**src/rtl/seg_scan_controller.sv**
```systemverilog
// Time-multiplexed 7-segment scanner: one shared decoder, per-digit dead time,
// frame-coherent input snapshot, blanking and leading-zero suppression.
module seg_scan_controller #(
  parameter int NUM_DIGITS   = 8,
  parameter int COUNT_PERIOD = 100_000,
  parameter int DEAD_CYCLES  = 1_000
) (
  input  logic                    clk_in,
  input  logic                    rst_in,
  input  logic [4*NUM_DIGITS-1:0] val_in,
  input  logic [NUM_DIGITS-1:0]   blank_in,
  input  logic [NUM_DIGITS-1:0]   dp_in,
  input  logic                    lz_en_in,
  output logic [6:0]              cat_out,
  output logic                    dp_out,
  output logic [NUM_DIGITS-1:0]   an_out,
  output logic                    frame_out
);

  localparam int CW = $clog2(COUNT_PERIOD);
  localparam int IW = (NUM_DIGITS > 1) ? $clog2(NUM_DIGITS) : 1;

  typedef enum logic {DEAD, ON} slot_t;

  slot_t                   state, state_nxt;
  logic [CW-1:0]           cnt;
  logic [IW-1:0]           idx;
  logic [4*NUM_DIGITS-1:0] shadow_val;
  logic [NUM_DIGITS-1:0]   shadow_blank;
  logic [NUM_DIGITS-1:0]   shadow_dp;
  logic                    shadow_lz;
  logic [NUM_DIGITS-1:0]   lz_blank;
  logic                    allz;
  logic                    cnt_last;
  logic                    idx_last;
  logic                    frame_start;
  logic [3:0]              nibble;
  logic [NUM_DIGITS-1:0]   an_nxt;
  logic [6:0]              cat_nxt;
  logic                    dp_nxt;

  // Active-high segment pattern, bit 0 = segment a.
  function automatic logic [6:0] bto7s(input logic [3:0] x);
    case (x)
      4'h0: bto7s = 7'h3F;
      4'h1: bto7s = 7'h06;
      4'h2: bto7s = 7'h5B;
      4'h3: bto7s = 7'h4F;
      4'h4: bto7s = 7'h66;
      4'h5: bto7s = 7'h6D;
      4'h6: bto7s = 7'h7D;
      4'h7: bto7s = 7'h07;
      4'h8: bto7s = 7'h7F;
      4'h9: bto7s = 7'h6F;
      4'hA: bto7s = 7'h77;
      4'hB: bto7s = 7'h7C;
      4'hC: bto7s = 7'h39;
      4'hD: bto7s = 7'h5E;
      4'hE: bto7s = 7'h79;
      default: bto7s = 7'h71;
    endcase
  endfunction

  assign cnt_last    = (cnt == CW'(COUNT_PERIOD - 1));
  assign idx_last    = (idx == IW'(NUM_DIGITS - 1));
  assign frame_start = (cnt == '0) && (idx == '0);
  assign nibble      = shadow_val[int'(idx)*4 +: 4];

  // Walk from the most significant digit down; digit 0 always survives.
  always_comb begin
    allz     = 1'b1;
    lz_blank = '0;
    for (int i = NUM_DIGITS - 1; i >= 0; i--) begin
      allz        = allz & (shadow_val[4*i +: 4] == 4'h0);
      lz_blank[i] = shadow_lz & allz & (i != 0);
    end
  end

  always_ff @(posedge clk_in or posedge rst_in) begin
    if (rst_in) state <= DEAD;
    else        state <= state_nxt;
  end

  always_comb begin
    state_nxt = state;
    an_nxt    = '1;
    cat_nxt   = 7'h7F;
    dp_nxt    = 1'b1;
    case (state)
      DEAD:    if (cnt == CW'(DEAD_CYCLES - 1)) state_nxt = ON;
      ON:      if (cnt_last) state_nxt = DEAD;
      default: state_nxt = DEAD;
    endcase
    if (state == ON && !shadow_blank[idx] && !lz_blank[idx]) begin
      an_nxt  = ~(NUM_DIGITS'(1) << idx);
      cat_nxt = ~bto7s(nibble);
      dp_nxt  = ~shadow_dp[idx];
    end
  end

  always_ff @(posedge clk_in or posedge rst_in) begin
    if (rst_in) begin
      cnt          <= '0;
      idx          <= '0;
      shadow_val   <= '0;
      shadow_blank <= '0;
      shadow_dp    <= '0;
      shadow_lz    <= 1'b0;
      an_out       <= '1;
      cat_out      <= 7'h7F;
      dp_out       <= 1'b1;
      frame_out    <= 1'b0;
    end else begin
      if (cnt_last) begin
        cnt <= '0;
        idx <= idx_last ? '0 : idx + 1'b1;
      end else begin
        cnt <= cnt + 1'b1;
      end
      // Shadow only reloads in the dead time of digit 0, so a frame never tears.
      if (frame_start) begin
        shadow_val   <= val_in;
        shadow_blank <= blank_in;
        shadow_dp    <= dp_in;
        shadow_lz    <= lz_en_in;
      end
      an_out    <= an_nxt;
      cat_out   <= cat_nxt;
      dp_out    <= dp_nxt;
      frame_out <= frame_start;
    end
  end

endmodule

```
**config.mk**
```make
export PLATFORM = sky130hd
export DESIGN_NAME = seg_scan_controller
export DESIGN_NICKNAME = d
export VERILOG_FILES = /design/src/rtl/seg_scan_controller.sv
export SDC_FILE = /design/constraint.sdc
export NUM_CORES = 1
export LEC_CHECK = 0
export CELL_PAD_IN_SITES_DETAIL_PLACEMENT = 0
export CELL_PAD_IN_SITES_GLOBAL_PLACEMENT = 2
export CORE_AREA = 4 4 109 111
export DETAILED_ROUTE_END_ITERATION = 16
export DIE_AREA = 0 0 113 115
export PLACE_DENSITY_LB_ADDON = 0.1
export SYNTH_ARGS = -nofsm -noshare
export SYNTH_HDL_FRONTEND = slang
export SYNTH_SLANG_ARGS = --single-unit
```
**constraint.sdc**
```tcl
create_clock -name clk_in -period 4.9 [get_ports clk_in]
set_clock_uncertainty 0.1 [all_clocks]
set_input_delay 0.49 -clock clk_in [delete_from_list [all_inputs] [get_ports clk_in]]
set_output_delay 0.49 -clock clk_in [all_outputs]
set_load 0.005 [all_outputs]
```
==> flow_summary.ini <==
[global_routing]
gr-usage-met3 = 0.0274
track_usage = 0.141
grt_pass1_wl_microns = 14400
grt_busiest_layer = met2
gr-usage-met2 = 0.209
grt_overflow = 0
antenna_found_initial = 0
grt_pass1_vias = 2825
met1_usage = 0.203
grt_start_max_net_pins = 51

[run]
cap_violations = 0

[clock_network]
cts_resized = 0
clkTransAtPathRegs_ns = 0.09
clock-sinks = 87
cts_tree = done
cts_setup_buffers = 0
postCtsHoldBufs = 0
htreeDepth = 3
cts-buffers-inserted = 9
clock_latency_ns = 0.35
clockBufferDepth = 2
clock-root-buffer = clkbuf_8

[timing]
rsz0062_at_grt = no
relSlewSlack = 0.361
fin_crit_sh = 0.572
fin_crit_ns = 2.80
fin_ws_ns = 2.10
finalHoldViolCount = 0
finalMaxSlewViolations = 0
max_freq_ghz = 0.357
setup_viol = 0
tns_ns = 0
tightest_slew_ns = 0.954

[pwr]
vdd_drop_max_v = 0.000148
p_leak_uw = 0.00208
power_density_nw_per_um2 = 284

[yosys]
syn_inst = 313
synth_fp_nets = 378
async_flop_share = 1.00
synthDistinctLibCells = 42
syn_avg_cell_area_sq_um = 13.4
yosysWarnings = 0
syn-cell-area_sq_um = 4180
synth-seq-cells = 87
synth_seq_area_share = 0.526
synthFlopType = dfrtp_1
synth-edff-count = 0

[drt]
vias_per_cell = 4.97
drtAntennaViolNets = 0
drc_errors = 0
drt-total-wl_microns = 8490
firstDrtPassIters = 4
routed-via-count = 2611
drt_iter0_drc = 64
wl_per_cell_microns = 16.2

[floorplanning]
die_w_microns = 113
start_util = 0.387
coreArea_sq_um = 10800
die_area_sq_um = 13000
io_pins = 68
rows = 38
die_h_microns = 115

[cells_and_area]
antennaDiodeCount = 0
fill_cells = 964
drive_above_1_share = 0.242
nets = 445
syn_to_final_growth_pct = 23.7

[setup_path]
critPathSlowestCell = dfrtp_1
start_kind = register
end_kind = register
crit_chain = mux4_1 -> mux2_4 -> inv_1 -> ha_1 -> a211o_1 -> o211ai_2
cp.required_ns = 5.08
path_class = reg -> reg
cp_slowest_stage_delay_ns = 0.91
cpLargestDelayFamily = multiplexers
crit_fanout = 18
arrival_ns = 2.98
path_buf_inv = 1

[status]
status = finished clean

[worst_hold_path]
hold_path_class = reg -> reg

[placement]
hpwl_microns = 6110
pre_cts_slack_ns = 2.08
portBuffers = 67
globalplace.congestion = 0.810
per-layer routing:
layer	part of all wire	routed length (microns)	up-vias
met4	0.017	148	0
li1	-	-	1263
met5	0	0	-
met3	0.036	305	10
met1	0.49	4190	1279
met2	0.45	3840	59
power by group:
part           switching (uW)  total (uW)  leakage [uW]  internal, uW
clock network             245         613      0.000124           367
registers                15.1         754       0.00103           739
logic                    39.0         102      0.000926          63.4
total                     300        1470       0.00208          1170
sequential cells by signal, summed over array words and instances (netlist names):
| name | flops |
|---|---|
| an_out | 8 |
| cat_out | 7 |
| shadow_lz | 1 |
| shadow_dp | 8 |
| shadow_blank | 8 |
| cnt | 17 |
| idx | 3 |
| frame_out | 1 |
| dp_out | 1 |
| shadow_val | 32 |
| state | 1 |
cell usage after synthesis, drive strengths merged (5+ instances only):
library cell	number	area (sq um)
ha	14	175
xnor2	6	52.6
dfrtp	71	1780
nand3	17	85.1
xor2	9	78.8
nor2	15	56.3
mux2i	7	86.3
dfstp	16	420
buf	13	124
mux2	51	578
o21ai	5	25.0
a21oi	6	30.0
inv	8	30.0
nor4	11	68.8
mux4	12	278
nand2	24	92.6
layout make-up:
class,count,area [sq um],share of cell area
Sequential cell,87,2200,0.425
Multi-Input combinational cell,204,1830,0.354
Tap cell,140,175,0.0339
Clock inverter,3,90.1,0.0174
Timing Repair Buffer,69,686,0.133
Inverter,9,35.0,0.00677
Clock buffer,13,159,0.0307
placed cells by master (no fill, tap or decap), types with 2 or more instances in the layout:
master	count
dfrtp_1	71
clkdlybuf4s50_1	67
mux2_2	41
nand2_1	23
nand3_1	17
dfstp_2	16
nor2_1	15
ha_1	14
nor4_1	11
clkbuf_8	11
mux4_2	10
mux2_1	9
xor2_1	9
inv_1	6
a21oi_1	6
xnor2_1	6
mux2i_1	5
o21ai_0	4
and3_1	4
nand4_1	3
o221ai_1	3
bufinv_16	3
nor3_1	2
mux4_1	2
nand2b_1	2
o211ai_1	2
and2_1	2
clkbuf_1	2
buf_4	2
cell families (layout without fill, tap and decap cells):
family,count (synthesis),in the layout,synth area share
multiplexers,70,70,0.225
buffers and inverters,22,94,0.0377
AND/OR/NAND/NOR,84,84,0.0997
adder cells (fa/ha/maj),14,14,0.0419
XOR/XNOR,15,15,0.0314
AO/OA/AOI/OAI,21,21,0.0380
flip-flops,87,87,0.526
stage by stage:
stage | util | std cells | power, uW | area [sq um] | hold slack (ns)
2_1_floorplan | - | 313 | 813 | 4180 | 0.344
4_1_cts | 0.479 | 525 | 1500 | 5170 | 0.396
6_report | 0.479 | 525 | 1470 | 5170 | 0.390
3_5_place_dp | 0.456 | 509 | 872 | 4920 | 0.375
5_1_grt | 0.479 | 525 | 1530 | 5170 | 0.417
3_3_place_gp | 0.456 | 509 | 871 | 4920 | 0.364
worst paths after layout:
| path | start | end | slack (ns) | cells past startpoint |
|---|---|---|---|---|
| max | idx[1] | cat_out[3] | 2.10 | 6 |
| min | shadow_blank[0] | shadow_blank[0] | 0.39 | 1 |
| max in group asynchronous | rst_in | shadow_val[27] | 3.21 | 3 |
| min reg2reg | shadow_blank[0] | shadow_blank[0] | 0.39 | 1 |
| max reg2reg | idx[1] | cat_out[3] | 2.10 | 6 |
| min in group asynchronous | rst_in | shadow_dp[6] | 0.43 | 2 |
No activity file was read; power rests on OpenSTA's default activity.
